### src/rtl/moesi_snoop_ctrl.sv
// moesi_snoop_ctrl: services interconnect snoops against the private cache's MOESI
// state/tag store via RAM port 2. Each request reads the set, compares the tag, applies
// the MOESI snoop transition, writes the new state back if it changed, and returns a
// hit/dirty/supply/shared response. A same-set write on core port 1 during the lookup
// silently drops or stales the port-2 access, so the lookup is retried.
//
// Ports:
//   clk, rst_n                    clock, asynchronous active-low reset
//   snp_valid/snp_ready/snp_addr/snp_type   snoop request (00 Rd, 01 RdX, 10 Upgr, 11 = Rd)
//   resp_valid/resp_ready/resp_*  snoop response, held until consumed
//   core_w_en1, core_rw_addr1     monitor of the core RAM port
//   rw_addr2, w_en2, w_state_tag2, r_state_tag2   RAM port 2 (read data one cycle late)
//   snp_hit_cnt, snp_retry_cnt    statistics counters
//
// Optional feature: define SNOOP_STATS_EN to build the saturating counters; otherwise
// both counter outputs are tied to 0.
`timescale 1ns/1ps
module moesi_snoop_ctrl #(
  parameter int unsigned ADDR_WIDTH   = 32,
  parameter int unsigned OFFSET_WIDTH = 6,
  parameter int unsigned SET_WIDTH    = 4,
  parameter int unsigned STATE_WIDTH  = 3,
  parameter int unsigned TAG_WIDTH    = 22
) (
  input  logic                             clk,
  input  logic                             rst_n,
  input  logic                             snp_valid,
  output logic                             snp_ready,
  input  logic [ADDR_WIDTH-1:0]            snp_addr,
  input  logic [1:0]                       snp_type,
  output logic                             resp_valid,
  input  logic                             resp_ready,
  output logic                             resp_hit,
  output logic                             resp_dirty,
  output logic                             resp_supply,
  output logic                             resp_shared,
  input  logic                             core_w_en1,
  input  logic [SET_WIDTH-1:0]             core_rw_addr1,
  output logic [SET_WIDTH-1:0]             rw_addr2,
  output logic                             w_en2,
  output logic [STATE_WIDTH+TAG_WIDTH-1:0] w_state_tag2,
  input  logic [STATE_WIDTH+TAG_WIDTH-1:0] r_state_tag2,
  output logic [15:0]                      snp_hit_cnt,
  output logic [15:0]                      snp_retry_cnt
);

  localparam logic [STATE_WIDTH-1:0] MoesiM = STATE_WIDTH'(0);
  localparam logic [STATE_WIDTH-1:0] MoesiO = STATE_WIDTH'(1);
  localparam logic [STATE_WIDTH-1:0] MoesiE = STATE_WIDTH'(2);
  localparam logic [STATE_WIDTH-1:0] MoesiS = STATE_WIDTH'(3);
  localparam logic [STATE_WIDTH-1:0] MoesiI = STATE_WIDTH'(4);

  typedef enum logic [2:0] {StIdle, StLookup, StCompare, StWrite, StResp} state_e;

  state_e                 state_q, state_d;
  logic                   ready_q;
  logic [SET_WIDTH-1:0]   set_q;
  logic [TAG_WIDTH-1:0]   tag_q;
  logic [1:0]             type_q;
  logic [STATE_WIDTH-1:0] new_state_q;
  logic                   hit_q, dirty_q, supply_q, shared_q;

  logic [STATE_WIDTH-1:0] rd_state, old_state, new_state;
  logic [TAG_WIDTH-1:0]   rd_tag;
  logic                   hit, supply, accept, collision, in_access;

  assign rd_state = r_state_tag2[STATE_WIDTH+TAG_WIDTH-1 -: STATE_WIDTH];
  assign rd_tag   = r_state_tag2[TAG_WIDTH-1:0];
  assign hit      = (rd_state != MoesiI) && (rd_tag == tag_q);
  assign old_state = hit ? rd_state : MoesiI;

  // MOESI snoop transition; supply only possible from M/O/E, which imply a hit.
  always_comb begin
    new_state = old_state;
    supply    = 1'b0;
    case (type_q)
      2'b01: begin
        new_state = MoesiI;
        supply    = (old_state == MoesiM) || (old_state == MoesiO) || (old_state == MoesiE);
      end
      2'b10: new_state = MoesiI;
      default: begin
        case (old_state)
          MoesiM:  begin new_state = MoesiO; supply = 1'b1; end
          MoesiO:  supply = 1'b1;
          MoesiE:  begin new_state = MoesiS; supply = 1'b1; end
          default: ;
        endcase
      end
    endcase
  end

  assign accept    = (state_q == StIdle) && ready_q && snp_valid;
  assign in_access = (state_q == StLookup) || (state_q == StCompare) || (state_q == StWrite);
  assign collision = in_access && core_w_en1 && (core_rw_addr1 == set_q);

  always_comb begin
    state_d = state_q;
    unique case (state_q)
      StIdle:    if (accept) state_d = StLookup;
      StLookup:  state_d = StCompare;
      StCompare: state_d = (new_state != old_state) ? StWrite : StResp;
      StWrite:   state_d = StResp;
      StResp:    if (resp_ready) state_d = StIdle;
      default:   state_d = StIdle;
    endcase
    if (collision) state_d = StLookup;
  end

  always_ff @(posedge clk or negedge rst_n) begin
    if (!rst_n) begin
      state_q     <= StIdle;
      ready_q     <= 1'b0;
      set_q       <= '0;
      tag_q       <= '0;
      type_q      <= '0;
      new_state_q <= '0;
      hit_q       <= 1'b0;
      dirty_q     <= 1'b0;
      supply_q    <= 1'b0;
      shared_q    <= 1'b0;
    end else begin
      state_q <= state_d;
      ready_q <= 1'b1;
      if (accept) begin
        set_q  <= snp_addr[OFFSET_WIDTH +: SET_WIDTH];
        tag_q  <= snp_addr[ADDR_WIDTH-1 -: TAG_WIDTH];
        type_q <= snp_type;
      end
      if ((state_q == StCompare) && !collision) begin
        new_state_q <= new_state;
        hit_q       <= hit;
        dirty_q     <= hit && ((old_state == MoesiM) || (old_state == MoesiO));
        supply_q    <= supply;
        shared_q    <= (new_state != MoesiI);
      end
    end
  end

  assign snp_ready    = (state_q == StIdle) && ready_q;
  assign resp_valid   = (state_q == StResp);
  assign resp_hit     = resp_valid && hit_q;
  assign resp_dirty   = resp_valid && dirty_q;
  assign resp_supply  = resp_valid && supply_q;
  assign resp_shared  = resp_valid && shared_q;
  assign rw_addr2     = (state_q == StIdle) ? '0 : set_q;
  assign w_en2        = (state_q == StWrite);
  // Only a changed, hit line is ever written, so the stored tag equals the snooped tag.
  assign w_state_tag2 = w_en2 ? {new_state_q, tag_q} : '0;

`ifdef SNOOP_STATS_EN
  logic [15:0] hit_cnt_q, retry_cnt_q;

  always_ff @(posedge clk or negedge rst_n) begin
    if (!rst_n) begin
      hit_cnt_q   <= '0;
      retry_cnt_q <= '0;
    end else begin
      if (resp_valid && resp_ready && hit_q && (hit_cnt_q != 16'hFFFF)) begin
        hit_cnt_q <= hit_cnt_q + 16'd1;
      end
      if (collision && (retry_cnt_q != 16'hFFFF)) begin
        retry_cnt_q <= retry_cnt_q + 16'd1;
      end
    end
  end

  assign snp_hit_cnt   = hit_cnt_q;
  assign snp_retry_cnt = retry_cnt_q;
`else
  assign snp_hit_cnt   = '0;
  assign snp_retry_cnt = '0;
`endif

endmodule
### config.mk
export PLATFORM = sky130hd
export DESIGN_NAME = moesi_snoop_ctrl
export DESIGN_NICKNAME = d
export VERILOG_FILES = /design/src/rtl/moesi_snoop_ctrl.sv
export SDC_FILE = /design/constraint.sdc
export NUM_CORES = 1
export LEC_CHECK = 0
export BUFFER_PORTS_ARGS = -buffer_cell sky130_fd_sc_hd__buf_2
export CAP_MARGIN = 20
export CORE_MARGIN = 8
export CORE_UTILIZATION = 40
export DETAILED_ROUTE_END_ITERATION = 12
export HOLD_SLACK_MARGIN = 0.03
export PLACE_DENSITY = 0.77
export SLEW_MARGIN = 15
export SYNTH_ARGS = -nofsm -noshare
export SYNTH_HDL_FRONTEND = slang
export SYNTH_SLANG_ARGS = --single-unit
### constraint.sdc
create_clock -name clk -period 1.6 [get_ports clk]
set_input_delay 0.32 -clock clk [delete_from_list [all_inputs] [get_ports clk]]
set_output_delay 0.32 -clock clk [all_outputs]
set_load 0.02 [all_outputs]
==> impl_metrics.py, run 1 <==
metrics = {
    "sta": {
        "fmax_mhz": 565,
        "fin_ws_ps": -169,
        "timing_hold_violations_final": 0,
        "hold_ws_ps": 257,
        "period_share_pct": 111,
        "setup_violations": 45,
        "grt_setup_unrepaired": "yes",
        "slew_viol_final": 0,
        "finalClockSkew_ps": 5.17,
        "min_period_ps": 1770,
    },
    "grt": {
        "grt_pass1_vias": 2154,
        "antenna_found_initial": 0,
        "grt_max_degree": 30,
        "grt-ovfl-total": 0,
        "grt_pass1_wl_um": 9970,
        "grt_use_total_pct": 14.2,
    },
    "cells_and_area": {
        "fin_area_um2": 3500,
        "nets": 418,
        "final_cells": 425,
        "num_antenna_cells": 0,
        "utilization_pct": 59.8,
        "drive_above_1_share_pct": 57.7,
        "area_delta_synth_final_pct": 45.7,
    },
    "pwr": {
        "p_leak_nw": 1.76,
        "ir_worst_vdd_v": 0.00101,
        "switchingPower_mw": 1.63,
        "combPwrFrac_pct": 49.7,
        "internal_power_mw": 3.05,
        "clkPwrFrac_pct": 13.5,
        "swShare_pct": 34.8,
        "pwr_density_cell_nw_per_um2": 1340,
        "pwr-share-seq_pct": 36.8,
    },
    "worst_setup_path": {
        "criticalPathCategory": "reg2out",
        "crit_chain": "inv_2 > and3_4 > buf_12 > and2_1 > buf_6",
        "crit_path_end_kind": "output port",
        "r2r_cells": 6,
        "r2r-start": "tag_q[9]$_DFFE_PN0P_",
        "worstPathArrival_ps": 1450,
        "reg2reg_slack_ps": -50,
        "worst-path-stages": 5,
        "r2r_end": "new_state_q[2]$_DFFE_PN0P_",
        "worst-path-buf-inv": 3,
        "path_max_fanout": 23,
        "slowest_stage": "dfrtp_2",
        "cp_top_family": "flip-flops",
        "start_kind": "flop",
        "cp_data_required_time_ps": 1280,
        "cpPeakStageDelay_ps": 450,
    },
    "floorplan": {
        "num_rows": 28,
        "dieWidth_um": 93.5,
        "die_area_um2": 8730,
        "fp.coreArea_um2": 5850,
        "initial_core_util_pct": 41.0,
        "die_h_um": 93.5,
        "num_io_pins": 136,
    },
    "cts": {
        "clock_path_buffers": 2,
        "clock_sinks": 39,
        "cts_tree": "done",
        "clkTransAtPathRegs_ps": 70,
        "htree_num_levels": 2,
        "numCtsBuffers": 5,
        "cts_root_buffer": "clkbuf_8",
        "clkLatencyLatePin_ps": 290,
    },
    "hold_path": {
        "hold_path_end": "tag_q[12]$_DFFE_PN0P_",
        "hold_class": "in2reg",
        "hold_path_startpoint": "snp_addr[22]",
        "whs_path_depth": 2,
    },
    "routing": {
        "first_pass_iters": 4,
        "wl_per_cell_um": 15.4,
        "via_count": 1967,
        "drtAntennaViolNets": 0,
        "wirelength_um": 6570,
        "drc": 0,
        "vias_per_cell": 4.63,
        "drt-initial-drc-count": 82,
    },
    "placed_design": {
        "placed_cells": 407,
        "dp_slack_ps": -163,
        "io_buffers": 97,
        "hpwl_um": 4860,
        "place_area_um2": 3030,
        "place_congestion": 0.810,
    },
    "synthesis": {
        "synth_edf_count": 0,
        "synth_commonest_cells": "dfrtp_1 (39), buf_4 (32), and2_1 (27)",
        "synthesis.area_um2": 2400,
        "yosysWarnings": 0,
        "yosys.cell_count.top_type": "dfrtp_1",
        "ys_seq_area_share_pct": 40.7,
        "synth_top_cell_by_area": "dfrtp_1",
        "synth_area_leaders": "dfrtp_1 (41%), buf_4 (10%), mux2_2 (9.4%)",
        "synthCells": 222,
        "synth_top_area_share_pct": 40.7,
        "synth_cell_type_count": 38,
        "avgSynthCellArea_um2": 10.8,
        "synthArstFlopShare_pct": 100,
        "synthFlopType": "dfrtp_1",
        "ys_seq_elements": 39,
    },
    "run": {
        "maxCapViolations": 0,
    },
    "outcome": {
        "status": "finished, violations left",
        "violations": "setup timing",
    },
}
==> sequential cells by signal, indices dropped and copies added, names as in the netlist, 2 cells and up <==
signal,cells
set_q,4
tag_q,22
state_q,3
new_state_q,3
type_q,2
==> timing repair <==
item                                    CTS  global route
endpoints found under the setup margin   44            74
pin swaps                                10             8
gates resized for setup                  79            10
hold buffers                              1             0
cloned                                    0             2
endpoints found under the hold margin    18             0
buffers inserted                          5             2
==> cell families after synthesis <==
family          after synthesis  synth area share, %
compound gates               15                 4.59
xor+xnor                     26                 9.49
fa+ha+maj                     1                0.521
buf+inv                      43                 12.5
flops                        39                 40.7
mux                          29                 15.0
other cells                   2                0.313
simple gates                 67                 16.9
==> through the flow <==
stage / setup TNS, ps / power, mW
2_1_floorplan: -117 / 3.07
6_report: -4390 / 4.69
4_1_cts: -5070 / 4.57
3_5_place_dp: -731 / 3.66
3_3_place_gp: -368 / 3.59
5_1_grt: -7370 / 4.99
==> layout by cell type, fill, tap and decap left out, drive strengths merged, types with 4 or more instances in the layout <==
cell,count
nand4,8
xor2,4
conb,33
and3,6
xnor2,22
buf,126
and2,28
inv,4
nand2,6
clkbuf,8
and2b,4
mux2,29
dfrtp,39
nor2,6
==> worst max-delay path by stage <==
stage | start | end | slack [ps]
floorplan | state_q[0]$_DFFE_PN0P_ | set_q[3]$_DFFE_PN0P_ | -10
global placement | r_state_tag2[9] | new_state_q[2]$_DFFE_PN0P_ | -110
detailed placement | r_state_tag2[9] | shared_q$_DFFE_PN0P_ | -160
CTS | state_q[1]$_DFFE_PN0P_ | rw_addr2[2] | -150
global route | state_q[2]$_DFFE_PN0P_ | w_state_tag2[4] | -230
finish | state_q[2]$_DFFE_PN0P_ | w_state_tag2[4] | -170
==> layer usage <==
metal | GRT usage [%] | vias to the layer above | share of wire, %
li1 | - | 937 | -
met1 | 14.3 | 933 | 36
met5 | 0 | - | 0
met4 | 5.64 | 0 | 1.3
met2 | 24.4 | 89 | 50
met3 | 6.89 | 8 | 13
==> power by group through the flow <==
stage | logic [mW] | clock network [mW] | registers [mW]
final | 2.33 | 0.634 | 1.73
after global routing | 2.51 | 0.687 | 1.79
after CTS | 2.20 | 0.658 | 1.71
after detailed placement | 1.94 | 0 | 1.72
after global placement | 1.89 | 0 | 1.70
after floorplan | 1.42 | 0 | 1.65
==> final cells by class <==
type                       count  area (um^2)
tap                           75         93.8
clock inverter                 1         5.00
timing repair buffer         128          981
inverter                       4         15.0
sequential                    39          980
clock buffer                   7         76.3
fill                         505         2350
multi-input combinational    171         1350
Power figures use the tool's default switching activity.
==> run 2, diff against run 1 <==
CORE_ASPECT_RATIO = 0.8   (was unset)
==> run 2 against run 1 <==
  * The run still ends with setup timing left
  * Final cell count is 0.94% higher
  * Combinational power is 2% higher
  * Worst hold slack better by 3.9 ps
  * Sequential share of layout area is 0.84 points lower
  * Via count is 0.36% higher
  * Power is 0.87% higher
  * Flip-flop and latch count stayed put
  * Clock skew is 2.9 ps higher
  * Global-route usage is 0.40 points higher
  * Utilization is 1.8 points higher
  * Clock-buffer cell count stayed put
  * Largest power group unchanged
  * Highest routed layer unchanged
==> impl_metrics.py, run 2 (synthesis gave the netlist of run 1 again) <==
metrics = {
    "grt": {
        "grt_use_met3_pct": 6.05,
        "grt_use_met1_pct": 16.1,
        "grt-ovfl-total": 0,
        "grt_max_degree": 30,
        "antenna_found_initial": 0,
        "grt_use_total_pct": 14.6,
        "grt_use_met2_pct": 25.1,
        "grt_pass1_wl_um": 10100,
        "busiest_layer": "met2",
        "grt_pass1_vias": 2144,
    },
    "routing": {
        "via_count": 1974,
        "drt-initial-drc-count": 56,
        "drtAntennaViolNets": 0,
        "vias_per_cell": 4.60,
        "drc": 0,
        "first_pass_iters": 4,
        "wl_per_cell_um": 16.0,
        "wirelength_um": 6880,
    },
    "cells_and_area": {
        "nets": 416,
        "regMostFlops": "tag_q",
        "final_cell_mix": "buf_2 (61), buf_6 (41), dfrtp_1 (37)",
        "top_regs": "tag_q (22), set_q (4)",
        "largest_reg_flops": 22,
        "utilization_pct": 61.5,
        "area_delta_synth_final_pct": 50.0,
        "final_common_cell": "buf_2",
        "drive_above_1_share_pct": 58.9,
        "num_antenna_cells": 0,
    },
    "cts": {
        "cts_tree": "done",
        "numCtsBuffers": 5,
        "clkLatencyLatePin_ps": 280,
        "clkTransAtPathRegs_ps": 80,
        "cts_root_buffer": "clkbuf_8",
        "htree_num_levels": 2,
        "clock_path_buffers": 2,
        "clock_sinks": 39,
    },
    "floorplan": {
        "dieWidth_um": 103,
        "num_io_pins": 136,
        "die_area_um2": 8750,
        "fp.coreArea_um2": 5850,
        "die_h_um": 85.3,
        "num_rows": 25,
        "initial_core_util_pct": 41.0,
    },
    "outcome": {
        "status": "finished, violations left",
        "violations": "setup timing",
    },
    "pwr": {
        "pwr-share-seq_pct": 36.3,
        "ir_worst_vdd_v": 0.000688,
        "p_leak_nw": 1.76,
        "swShare_pct": 35.6,
        "switchingPower_mw": 1.68,
        "combPwrFrac_pct": 50.2,
        "totalPowerFinal_mw": 4.73,
        "internal_power_mw": 3.05,
        "clkPwrFrac_pct": 13.5,
        "pwr_density_cell_nw_per_um2": 1310,
    },
    "run": {
        "maxCapViolations": 0,
    },
    "worst_setup_path": {
        "startpoint": "state_q[0]$_DFFE_PN0P_",
        "start_kind": "flop",
        "r2r_end": "new_state_q[2]$_DFFE_PN0P_",
        "reg2reg_slack_ps": -50,
        "worstPathArrival_ps": 1410,
        "criticalPathCategory": "reg2out",
        "crit_path_end_kind": "output port",
        "cp_data_required_time_ps": 1280,
        "r2r_cells": 6,
        "path_max_fanout": 11,
        "r2r-start": "tag_q[0]$_DFFE_PN0P_",
    },
    "sta": {
        "fmax_mhz": 577,
        "hold_ws_ps": 261,
        "finalClockSkew_ps": 8.03,
        "setup_violations": 36,
        "min_period_ps": 1730,
        "grt_setup_unrepaired": "yes",
        "period_share_pct": 108,
        "slew_viol_final": 0,
        "timing_hold_violations_final": 0,
        "fin_ws_ps": -133,
    },
    "hold_path": {
        "hold_class": "in2reg",
        "whs_path_depth": 2,
        "hold_path_end": "type_q[0]$_DFFE_PN0P_",
        "hold_path_startpoint": "snp_type[0]",
    },
    "placed_design": {
        "io_buffers": 97,
        "place_congestion": 0.807,
        "hpwl_um": 4930,
    },
}
[run 2: worst max path at each step]
| stage | to | cells after the start |
|---|---|---|
| 2_1_floorplan | set_q[3]$_DFFE_PN0P_ | 6 |
| 3_3_place_gp | new_state_q[2]$_DFFE_PN0P_ | 7 |
| 3_5_place_dp | new_state_q[2]$_DFFE_PN0P_ | 7 |
| 4_1_cts | w_state_tag2[18] | 5 |
| 5_1_grt | rw_addr2[2] | 5 |
| 6_report | w_state_tag2[11] | 4 |
[run 2: worst max-delay path, cell delays in order, from the launching register on]
cell	delay (ps)
dfrtp_2	450
and3_4	220
buf_8	140
and2_2	190
buf_6	130
[run 2: cell type report]
class / count / area, um^2
clock buffer: 7 / 76.3
tap: 81 / 101
inverter: 4 / 15.0
timing repair buffer: 126 / 1040
clock inverter: 1 / 5.00
sequential: 39 / 978
multi-input combinational: 171 / 1380
fill: 492 / 2250
[run 2: metal layers]
metal  share of wire (%)  vias to the layer above  wire length [um]
met5                   0                        -                 0
met4                0.67                        0                46
met3                  11                        8               791
met2                  48                       89              3280
met1                  40                      948              2760
li1                    -                      929                 -
[run 2: metrics by stage]
step                      setup WS [ps]  TNS [ps]  cell area, um^2  std cells
after floorplan                   -13.0      -117             2550        253
after global placement             -106      -374             3020        412
after detailed placement          -98.8      -380             3020        412
after CTS                          -138     -3990             3400        424
after global routing               -211     -7310             3600        429
final                              -133     -3570             3600        429
[run 2: power by group through the flow]
stage	Clock [mW]	Combinational [mW]	Sequential, mW
floorplan	0	1.42	1.65
global placement	0	1.88	1.69
detailed placement	0	1.93	1.73
CTS	0.659	2.17	1.71
global route	0.720	2.56	1.77
finish	0.640	2.37	1.72
[run 2: repair_timing]
item | 4_1_cts | 5_1_grt
hold endpoints to repair | 17 | 0
pin swaps | 5 | 17
hold buffers | 1 | 0
resized for setup | 84 | 40
setup buffers | 4 | 2
gates cloned | 0 | 3
endpoints found under the setup margin | 43 | 47
